**src/rtl/packet_sorter_pkg.sv**
```systemverilog
`timescale 1ns/1ps
`default_nettype none
// ============================================================================
// Module   : packet_sorter_pkg
// Brief    : Shared FSM encoding and sizing helpers for the packet sorter.
// Revision : 1.0 - initial release
// ============================================================================
package packet_sorter_pkg;

    typedef enum logic [1:0] {
        IDLE = 2'd0,
        LOAD = 2'd1,
        SORT = 2'd2,
        OUT  = 2'd3
    } state_t;

    function automatic int depth_of(input int awidth);
        return 1 << awidth;
    endfunction

    // Length must represent 1..DEPTH inclusive, hence one extra bit.
    function automatic int len_width(input int awidth);
        return awidth + 1;
    endfunction

endpackage
`default_nettype wire

```
**src/rtl/packet_sorter_rdy_cmp_swap.sv**
```systemverilog
`timescale 1ns/1ps
`default_nettype none
// ============================================================================
// Module   : cmp_swap
// Brief    : Combinational compare-exchange of two unsigned words.
// Revision : 1.0 - initial release
// ============================================================================
module cmp_swap #(
    parameter int DWIDTH = 8
) (
    input  logic [DWIDTH-1:0] a_i,
    input  logic [DWIDTH-1:0] b_i,
    input  logic              desc_i,
    output logic [DWIDTH-1:0] first_o,
    output logic [DWIDTH-1:0] second_o
);

    logic w_swap;

    assign w_swap   = desc_i ? (a_i < b_i) : (a_i > b_i);
    assign first_o  = w_swap ? b_i : a_i;
    assign second_o = w_swap ? a_i : b_i;

endmodule
`default_nettype wire

```
**src/rtl/packet_sorter_rdy.sv**
```systemverilog
`timescale 1ns/1ps
`default_nettype none
// ============================================================================
// Module   : packet_sorter_rdy
// Brief    : Buffers one sop/eop packet, sorts it with an odd-even
//            transposition network in DEPTH cycles, streams it out with ready.
// Revision : 1.0 - initial release
// ============================================================================
module packet_sorter_rdy
    import packet_sorter_pkg::*;
#(
    parameter int AWIDTH = 3,
    parameter int DWIDTH = 8
) (
    input  logic              clk_i,
    input  logic              srst_i,
    input  logic [DWIDTH-1:0] data_i,
    input  logic              sop_i,
    input  logic              eop_i,
    input  logic              val_i,
    input  logic              desc_i,
    output logic [DWIDTH-1:0] data_o,
    output logic              sop_o,
    output logic              eop_o,
    output logic              val_o,
    input  logic              ready_i,
    output logic              busy_o,
    output logic              err_o
);

    localparam int DEPTH = depth_of(AWIDTH);
    localparam int LW    = len_width(AWIDTH);

    state_t             r_state;
    logic [LW-1:0]      r_len;
    logic [AWIDTH-1:0]  r_cnt;
    logic [AWIDTH-1:0]  r_rd;
    logic               r_desc;
    logic               r_ovf;
    logic               r_val;
    logic               r_err;
    logic [DWIDTH-1:0]  r_mem [DEPTH];

    logic [DWIDTH-1:0]  w_in     [DEPTH];
    logic [DWIDTH-1:0]  w_next   [DEPTH];
    logic [DWIDTH-1:0]  w_first  [DEPTH-1];
    logic [DWIDTH-1:0]  w_second [DEPTH-1];
    logic [DWIDTH-1:0]  w_pad;
    logic               w_beat;
    logic               w_phase;
    logic               w_full;
    logic               w_last_rd;
    logic               w_wr_en;
    logic [AWIDTH-1:0]  w_wr_idx;

    assign w_beat    = val_i && !busy_o;
    assign w_phase   = r_cnt[0];
    assign w_full    = (r_len == LW'(DEPTH));
    assign w_last_rd = ({1'b0, r_rd} == (r_len - LW'(1)));
    // Pad sorts to the tail: maximum for ascending, minimum for descending.
    assign w_pad     = {DWIDTH{~r_desc}};

    generate
        for (genvar j = 0; j < DEPTH; j++) begin : g_in
            assign w_in[j] = (LW'(j) < r_len) ? r_mem[j] : w_pad;
        end

        for (genvar i = 0; i < DEPTH - 1; i++) begin : g_pair
            cmp_swap #(
                .DWIDTH (DWIDTH)
            ) u_cmp_swap (
                .a_i      (w_in[i]),
                .b_i      (w_in[i+1]),
                .desc_i   (r_desc),
                .first_o  (w_first[i]),
                .second_o (w_second[i])
            );
        end

        // Pair p is active when its index parity matches the sort phase.
        for (genvar j = 0; j < DEPTH; j++) begin : g_pos
            if (j == 0) begin : g_head
                assign w_next[j] = (w_phase == 1'b0) ? w_first[0] : w_in[0];
            end else if (j == DEPTH - 1) begin : g_tail
                assign w_next[j] = (w_phase == 1'((j - 1) % 2)) ? w_second[j-1] : w_in[j];
            end else begin : g_mid
                assign w_next[j] = (w_phase == 1'(j % 2)) ? w_first[j] : w_second[j-1];
            end
        end
    endgenerate

    always_comb begin
        w_wr_en  = 1'b0;
        w_wr_idx = '0;
        if (w_beat) begin
            if ((r_state == IDLE || r_state == LOAD) && sop_i) begin
                w_wr_en = 1'b1;
            end else if (r_state == LOAD && !w_full) begin
                w_wr_en  = 1'b1;
                w_wr_idx = r_len[AWIDTH-1:0];
            end
        end
    end

    always_ff @(posedge clk_i) begin
        if (r_state == SORT) begin
            for (int j = 0; j < DEPTH; j++) begin
                r_mem[j] <= w_next[j];
            end
        end else if (w_wr_en) begin
            r_mem[w_wr_idx] <= data_i;
        end
    end

    always_ff @(posedge clk_i) begin
        if (srst_i) begin
            r_state <= IDLE;
            r_len   <= '0;
            r_cnt   <= '0;
            r_rd    <= '0;
            r_desc  <= 1'b0;
            r_ovf   <= 1'b0;
            r_val   <= 1'b0;
            r_err   <= 1'b0;
        end else begin
            r_err <= 1'b0;
            case (r_state)
                IDLE: begin
                    if (w_beat && sop_i) begin
                        r_len   <= LW'(1);
                        r_desc  <= desc_i;
                        r_ovf   <= 1'b0;
                        r_cnt   <= '0;
                        r_state <= eop_i ? SORT : LOAD;
                    end
                end
                LOAD: begin
                    if (w_beat) begin
                        if (sop_i) begin
                            r_len   <= LW'(1);
                            r_desc  <= desc_i;
                            r_ovf   <= 1'b0;
                            r_err   <= 1'b1;
                            r_cnt   <= '0;
                            r_state <= eop_i ? SORT : LOAD;
                        end else begin
                            if (!w_full) begin
                                r_len <= r_len + LW'(1);
                            end
                            r_ovf <= r_ovf | w_full;
                            if (eop_i) begin
                                r_err   <= r_ovf | w_full;
                                r_cnt   <= '0;
                                r_state <= SORT;
                            end
                        end
                    end
                end
                SORT: begin
                    r_cnt <= r_cnt + AWIDTH'(1);
                    if (r_cnt == AWIDTH'(DEPTH - 1)) begin
                        r_state <= OUT;
                        r_val   <= 1'b1;
                        r_rd    <= '0;
                    end
                end
                OUT: begin
                    if (ready_i) begin
                        if (w_last_rd) begin
                            r_state <= IDLE;
                            r_val   <= 1'b0;
                        end else begin
                            r_rd <= r_rd + AWIDTH'(1);
                        end
                    end
                end
                default: r_state <= IDLE;
            endcase
        end
    end

    assign busy_o = (r_state == SORT) || (r_state == OUT);
    assign val_o  = r_val;
    assign data_o = r_val ? r_mem[r_rd] : '0;
    assign sop_o  = r_val && (r_rd == '0);
    assign eop_o  = r_val && w_last_rd;
    assign err_o  = r_err;

endmodule
`default_nettype wire

```
**config.mk**
```make
export PLATFORM = sky130hd
export DESIGN_NAME = packet_sorter_rdy
export DESIGN_NICKNAME = d
export VERILOG_FILES = /design/src/rtl/packet_sorter_pkg.sv /design/src/rtl/packet_sorter_rdy_cmp_swap.sv /design/src/rtl/packet_sorter_rdy.sv
export SDC_FILE = /design/constraint.sdc
export NUM_CORES = 1
export LEC_CHECK = 0
export BUFFER_PORTS_ARGS = -buffer_cell sky130_fd_sc_hd__buf_2
export CORE_MARGIN = 1.5
export CORE_UTILIZATION = 29
export DETAILED_ROUTE_END_ITERATION = 8
export PLACE_DENSITY = 0.44
export REMOVE_ABC_BUFFERS = 1
export SYNTH_ARGS = -nofsm -noshare
export SYNTH_HDL_FRONTEND = slang
export SYNTH_SLANG_ARGS = --single-unit
```
**constraint.sdc**
```tcl
create_clock -name clk_i -period 6.45 [get_ports clk_i]
set_clock_uncertainty 0.1 [all_clocks]
set_input_delay 0 -clock clk_i [delete_from_list [all_inputs] [get_ports clk_i]]
set_output_delay 0 -clock clk_i [all_outputs]
set_load 0.01 [all_outputs]
```
==> metrics.txt <==
WP data required around 6.5 ns; slowest stage delay, CP about 0.9 ns; number of nets still failing antenna checks after routing 0; portion of netlist area occupied by mux cells between 10% and 20%; total congestion overflow 0; initial cell density of the core about 30%; Core Rows slightly above 60; post-route setup TNS 0 ns; routed via count about 7300; cell area after synthesis 8190 um^2; worst-path cell chain or2_1 -> nor3_2 -> a21oi_1 -> inv_1 -> ha_1 -> and4_1 -> a21oi_1 -> nand2_1 -> a31oi_2 -> mux2i_4 -> mux2_2 -> o21a_1; class of the worst hold path in -> reg; wire length of the first global-routing pass ~44000 um; power per unit of standard cell area between 200 and 250 nW/um^2; final standard cell utilization of the core approximately a third; I/O pin count 28; type of destination of the critical path register; number of setup violations in the final report 0; setup repair after global routing missed its margin no; fraction of registers with async set/reset 0%; post-DR wirelength/cell ~23 um; top cell family by delay on the critical path multiplexers; clock buffers created by TritonCTS 9; floorplan die area 29300 um^2; simple-gate share of the synthesized area 16.0%; diode count 0; largest net degree at the start of global routing 34; most common cell in the synthesized netlist a21oi_1; final count of hold timing violations 0; Die X-Extent roughly 170 um; post-synthesis sequential area ratio between 20 and 30%; critical path class reg -> reg; result of the run finished clean; post-synthesis average cell area just under 9 um^2; routability cong. about 0.88; vias per cell around 5.7; standard cell with the maximum stage delay on the critical path dfxtp_1; global routing usage summed across all routing layers a little over 20%; signal arrival time at the worst endpoint around 5 ns; quantity of hold-fixing buffers added after cts 9; initial antenna violation count 0; number of different library cells in the post-synthesis netlist 74; number of synthesized flops with an enable pin 64; Syn Inst Count a little over 900; Root Buffer Master clkbuf_16; drt drc 0; overall power after layout between 1.5 and 2 mW; insertion delay to the later sink of the worst-skew pair between 0.3 and 0.4 ns; clock tree from TritonCTS done; number of synthesized register bits 83; placed instance count approximately 1300; number of pins exceeding their max-slew limit in the final report 0; Synth area leader edfxtp_1; top achievable clock speed 205 MHz; detailed-routing iteration count for the pre-antenna-repair pass 5; Final Net Count about 990; headroom to the max-slew limit between 10% and 20%; setup bufs post-CTS 0; post-synth top area share a little under a quarter; CTS H-tree depth 3; biggest area contributors in the synthesized netlist edfxtp_1 23%, ha_1 8.7%, mux2i_1 6.5%; placed wire-length estimate after detailed placement 22500 um; Compound-Gate Fraction of Synth Area between 20% and 30%; Synth top cells by count 94 x a21oi_1, 67 x nor2_1, 64 x edfxtp_1; nature of the critical path startpoint register; synthesized-area fraction occupied by adder cells 8.83%; dominant combinational cell family by area after synthesis compound AO/OA/AOI/OAI gates; DRT iter0 DRCs approximately 640; quantity of gates resized following cts 0; transition time of the tightest slew-check pin between 1 and 1.5 ns; count of maximum capacitance violations 0; area of the placeable core around 28000 um^2; die extent in y between 150 and 200 um; post-layout instance count excluding filler cells 1299; total buffers and inverters traversed by the critical path 1; crit path time final roughly 5 ns; highest fanout seen on the critical path 20; commonest register cell after synthesis edfxtp_1; buffers from clock root to sink, at most 2; cell with the most instances on the worst path a21oi_1; IO Port Bufs 27; Final Cycle Share between 70% and 80%; share of layout cells above drive strength 1 a little over an eighth; clock transition at the registers of the reported paths approximately 0.08 ns; leakage power roughly 3.3 nW; Yosys warning total 0; area growth from synthesis to final layout 9.41%; largest voltage drop on the vdd net about 0.11 mV; xor and xnor fraction of the mapped netlist area under 10%; total wirelength of the detailed-routed design around 30000 um; via count of the first global-routing pass between 6000 and 7000; CTS sink count a little over 80
worst min-delay path, delay by kind of cell:
| family | cells | cell delay (ns) |
|---|---|---|
| and+or+nand+nor | 1 | 0.18 |
| buffers and inverters | 1 | 0.16 |
| AOI/OAI and AO/OA | 1 | 0.13 |
report_power, final:
group / internal (mW) / total (mW) / leakage [nW] / switching [mW]
registers: 0.626 / 0.661 / 0.700 / 0.0348
clock network: 0.273 / 0.534 / 0.143 / 0.262
logic: 0.299 / 0.726 / 2.50 / 0.427
sequential cells by signal, indices dropped and copies added, names as in the netlist, named ones only:
register  flops
r_mem        64
r_len         4
r_cnt         3
r_rd          3
r_state       2
err_o         1
r_desc        1
r_ovf         1
val_o         1
layer usage:
metal,global-route usage (%),wire length (um)
met1,29.2,14300
met4,6.90,758
met2,31.4,13000
met5,0,0
met3,3.49,1640
cell type report:
| type | count | area [um^2] |
|---|---|---|
| Clock inverter | 7 | 65.1 |
| Fill cell | 2949 | 18800 |
| Tap cell | 378 | 473 |
| Clock buffer | 9 | 225 |
| Inverter | 58 | 218 |
| Sequential cell | 83 | 2300 |
| Timing Repair Buffer | 47 | 308 |
| Multi-Input combinational cell | 717 | 5370 |
final timing paths:
path,startpoint,endpoint,cells past startpoint,slack [ns]
max,r_len[2],r_mem[2][2],12,1.58
min,sop_i,r_state[0],3,0.06
max reg2reg,r_len[2],r_mem[2][2],12,1.58
min reg2reg,r_ovf,r_ovf,2,0.40
placed cells by master (no fill, tap or decap), drive strengths merged, types with 9 or more instances in the layout:
master       count
a221o           22
inv             63
nor3            31
dfxtp           19
a211oi          27
mux2i           55
clkbuf           9
nor2            67
o211ai          20
nand3           27
nand2           57
ha              57
a21oi           98
nand4           15
mux2            15
mux4            16
o21ai           37
dlygate4sd3      9
a21o            21
a31oi           14
o21a            10
nor2b           15
edfxtp          64
buf             38
logic make-up (layout without fill, tap and decap cells):
logic type                 after synthesis  in the layout
DFF                                     83             83
muxes                                   86             86
buffers and inverters                  127            121
adders and majority gates               58             58
xor gates and xnor gates                12             12
AOI/OAI and AO/OA                      305            305
and+or+nand+nor                        256            256
metrics by stage:
stage	setup slack [ns]	area (um^2)	hold slack, ns
global placement	1.48	8580	0.208
detailed placement	1.57	8580	0.211
global route	1.21	8960	0.0653
CTS	1.56	8960	0.0344
floorplan	1.89	7890	-0.0309
finish	1.58	8960	0.0568
Note: power is estimated with default switching activity, not from simulation.
